===== config.mk =====
export PLATFORM = sky130hd
export DESIGN_NAME = cycle_timing_generator
export DESIGN_NICKNAME = d
export VERILOG_FILES = /design/src/rtl/cycle_timing_generator.sv
export SDC_FILE = /design/constraint.sdc
export NUM_CORES = 1
export LEC_CHECK = 0
export ABC_AREA = 0
export BUFFER_PORTS_ARGS = -buffer_cell sky130_fd_sc_hd__buf_2
export CORE_ASPECT_RATIO = 0.9
export CORE_UTILIZATION = 50
export CTS_BUF_LIST = sky130_fd_sc_hd__clkbuf_2 sky130_fd_sc_hd__clkbuf_4 sky130_fd_sc_hd__clkbuf_8
export DETAILED_ROUTE_END_ITERATION = 10
export PLACE_DENSITY = 0.89
export SLEW_MARGIN = 40
export SYNTH_ARGS = -nofsm -noshare
export SYNTH_HDL_FRONTEND = slang
export SYNTH_SLANG_ARGS = --single-unit

===== constraint.sdc =====
create_clock -name i_Clk -period 1.8 [get_ports i_Clk]
set_input_delay 0.18 -clock i_Clk [delete_from_list [all_inputs] [get_ports i_Clk]]
set_output_delay 0.18 -clock i_Clk [all_outputs]
set_load 0.005 [all_outputs]

===== src/rtl/cycle_timing_generator.sv =====
// One-hot T-step / M-cycle sequencer feeding the instruction microcode decoders.
// Handles wait freezing, halt parking, the boot fetch after reset and a sticky overrun flag.
module cycle_timing_generator (
  input  logic       i_Clk,
  input  logic       i_Reset_n,
  input  logic       i_Wait,
  input  logic       i_Halt,
  input  logic       i_IR_Fetch,
  output logic [3:0] o_Cycle_Step,
  output logic [7:0] o_Cycle_Count,
  output logic [2:0] o_Cycle_Index,
  output logic       o_M_Boundary,
  output logic       o_Instruction_Start,
  output logic       o_Boot_Fetch,
  output logic       o_Halted,
  output logic       o_Overrun
);

  logic [3:0] step_nxt;
  logic [7:0] count_nxt;
  logic [2:0] index_nxt;
  logic       start_nxt;
  logic       boot_nxt;
  logic       halted_nxt;
  logic       overrun_nxt;

  assign o_M_Boundary = o_Cycle_Step[3] & ~i_Wait;

  always_comb begin
    step_nxt    = o_Cycle_Step;
    count_nxt   = o_Cycle_Count;
    index_nxt   = o_Cycle_Index;
    start_nxt   = o_Instruction_Start;
    boot_nxt    = o_Boot_Fetch;
    halted_nxt  = o_Halted;
    overrun_nxt = o_Overrun;
    if (!i_Wait) begin
      step_nxt  = {o_Cycle_Step[2:0], o_Cycle_Step[3]};
      start_nxt = 1'b0;
      if (o_M_Boundary) begin
        boot_nxt = 1'b0;
        // While parked, every boundary restarts M-cycle 0 regardless of the fetch request.
        if (i_IR_Fetch || o_Boot_Fetch || o_Halted) begin
          count_nxt  = 8'h01;
          index_nxt  = 3'd0;
          halted_nxt = i_Halt;
          start_nxt  = ~i_Halt;
        end else if (o_Cycle_Count[7]) begin
          overrun_nxt = 1'b1;
        end else begin
          count_nxt = {o_Cycle_Count[6:0], 1'b0};
          index_nxt = o_Cycle_Index + 3'd1;
        end
      end
    end
  end

  always_ff @(posedge i_Clk) begin
    if (!i_Reset_n) begin
      o_Cycle_Step        <= 4'b0001;
      o_Cycle_Count       <= 8'h01;
      o_Cycle_Index       <= 3'd0;
      o_Instruction_Start <= 1'b0;
      o_Boot_Fetch        <= 1'b1;
      o_Halted            <= 1'b0;
      o_Overrun           <= 1'b0;
    end else begin
      o_Cycle_Step        <= step_nxt;
      o_Cycle_Count       <= count_nxt;
      o_Cycle_Index       <= index_nxt;
      o_Instruction_Start <= start_nxt;
      o_Boot_Fetch        <= boot_nxt;
      o_Halted            <= halted_nxt;
      o_Overrun           <= overrun_nxt;
    end
  end

endmodule


==> results.md <==
* Non-Filler Instances at about 120
* Syn Std Cell Area at approximately 730 um2
* Ys flop type: dfxtp_1
* CTS resizes at 0
* Nets@finish at approximately 110
* Vias per inst at ~5.6
* Clk sink count at 19
* Post-Syn Nets at 83
* Setup Buffers After CTS at 0
* Final HPWL DP at around 1100 um
* IO buf count at 24
* Final clock period utilization by the worst path at ~84%
* Core area at 1290 um2
* Final setup viols at 0
* Area contributors post-synth: dfxtp_1 52%, nand2_1 8.3%, o22ai_1 6.9%
* Initial antenna violation count at 0
* Drt initial violations at 6
* Synth Warn # at 0
* Placed cells at 111
* CP max FO at 8
* Final GP Congestion at between 0.7 and 0.8
* Final Max Slew Viols at 0
* Post-synthesis cell type count at 23
* Max_cap viols at 0
* Clk_skew at 0.00180 ns
* Ys async rst share at 0%
* Via count at 643
* Peak Freq at between 0.6 and 0.7 GHz
* VDD IR max at approximately 0.48 mV
* Most common cell in the synthesized netlist: dfxtp_1
* Mapped Cells at 77
* Total GRT Usage at between 10% and 20%
* Worst rel slew slack at a little over two thirds
* Post-synth EDFFs at 0
* Die area at 1610 um2
* Layout cells sized above 1 at 31.7%
* Number of global-route vias before repair at about 530
* Period minus WS final at between 1.5 and 2 ns
* Starting density of the core at between 50% and 60%
* RSZ-0062 raised after global routing: false
* Largest net degree at the start of global routing at 17
* Final TNS setup at 0 ns
* Crit end category: flip-flop
* Worst R2R Setup Slack at just under 0.3 ns
* Post-synthesis sequential area ratio at a little over half
* CTS H-Tree Depth at 1
* Final Hold Viols at 0
* Mean Syn Cell Area at roughly 9.4 um2
* Placement Rows at 12
* Pwr Density at 803 nW/um2
* I/O pin cnt at 25
* Register Area at roughly 380 um2
* Synth area leader: dfxtp_1
* CTS tree: done
* Wire per inst at 12.3 um
* Inserted Diodes at 0
* Number of remaining DRC errors at 0
* DRT Pass-1 Iters at 4
* WL final at between 1000 and 1500 um
* Area grow syn2layout at 17.9%
* Die height at between 30 and 40 um
* WS Path Type: reg -> reg
* Area of the multi-input gates at 300 um2
* Kind of start point of the critical path: flip-flop
* CTS buffer count at 3
* Reg clk slew, reported paths at about 0.10 ns
* Clk_lat worst skew at 0.29 ns
* Status: finished, final reports clean
* Clock Tree Buf Depth at 2
* Layout fillers at around 110
* CP arrival at around 1.7 ns
* Die W at between 40 and 50 um
* Commonest cells in the netlist: 19 x dfxtp_1, 16 x nand2_1, 8 x o22ai_1, 5 x nand3_1, 4 x nor2_1
* Final antenna-violating net count at 0
* Yosys top cell area share at 52.4%
* Cts hold-fix bufs at 0
* Total grt overflow at 0
* Hold Path Class: in -> reg
* Root Driver: clkbuf_4
* Global-route wire length before repair at around 2200 um
* LEAKAGE at roughly 0.40 nW
* Crit path required time at slightly above 2 ns
* Worst-margin pin slew at ~0.44 ns
* Yosys reg bits at 19
-- final cells by class --
cell class | count | share of cell area [%]
multi-input cells | 52 | 35.1
flip-flops and latches | 19 | 44.4
repair buffers | 24 | 14.0
inverters | 2 | 0.877
well taps | 14 | 2.05
clock buffers | 4 | 3.51
-- cell usage in the layout (no fill, tap or decap) --
cell type	instances
nand2b_4	1
inv_1	1
inv_2	1
nor3_1	1
nand2_1	16
nand2b_1	2
ha_1	1
a31oi_1	2
a21oi_1	2
o21ai_0	1
buf_2	24
or4_1	1
o31ai_1	1
or3_4	1
mux2i_1	3
a21oi_2	1
clkbuf_4	4
or3_1	1
nor3b_1	1
dfxtp_1	19
o22ai_1	8
nand3_1	5
nor2_1	4
-- final timing paths --
kind	startpoint	cells past startpoint	endpoint
min reg2reg	o_Boot_Fetch	2	o_Boot_Fetch
min	i_Halt	2	o_Instruction_Start
max	o_Halted	3	o_Cycle_Index[1]
max reg2reg	o_Halted	3	o_Cycle_Index[1]
-- critical path, cell delays in order (launching register included) --
cell and delay (ns):
dfxtp_1 0.34, or3_4 0.40, or3_1 0.46, o22ai_1 0.23
-- logic make-up (layout without fill, tap and decap cells) --
group	after synthesis	in the layout	share of synthesized area, %
AND/OR/NAND/NOR	33	33	22.6
flip-flops	19	19	52.4
AO/OA/AOI/OAI	15	15	12.9
buffers and inverters	6	30	6.21
multiplexers	3	3	4.14
adder cells (fa/ha/maj)	1	1	1.72
-- registers in the layout, indices dropped and copies added, names as in the netlist --
register	cells
o_Cycle_Count	8
o_Cycle_Step	4
o_Cycle_Index	3
o_Boot_Fetch	1
o_Halted	1
o_Instruction_Start	1
o_Overrun	1
-- layer usage --
metal	up-vias	share of wire [%]	track usage, %
met1	297	48	25.7
met2	20	47	31.3
met3	2	3.8	4.72
met4	0	1.2	7.03
met5	-	0	0
li1	324	-	-
-- stage by stage --
step / setup WS [ns] / cell area [um2] / hold slack, ns / util [%] / total power, mW
3_5_place_dp: 0.331 / 826 / 0.396 / 64.0 / 0.475
4_1_cts: 0.295 / 856 / 0.0778 / 66.3 / 0.694
3_3_place_gp: 0.402 / 826 / 0.403 / 64.0 / 0.473
5_1_grt: 0.220 / 856 / 0.0793 / 66.3 / 0.713
6_report: 0.292 / 856 / 0.0839 / 66.3 / 0.687
2_1_floorplan: 0.426 / 726 / 0.282 / - / 0.461
-- power breakdown --
part | leakage, nW | total [mW] | switching (mW) | internal [mW]
clock network | 0.0184 | 0.222 | 0.121 | 0.101
registers | 0.154 | 0.430 | 0.00417 | 0.426
logic | 0.227 | 0.0349 | 0.0204 | 0.0145
total | 0.400 | 0.687 | 0.146 | 0.542
Note: power is estimated with default switching activity, not from simulation.
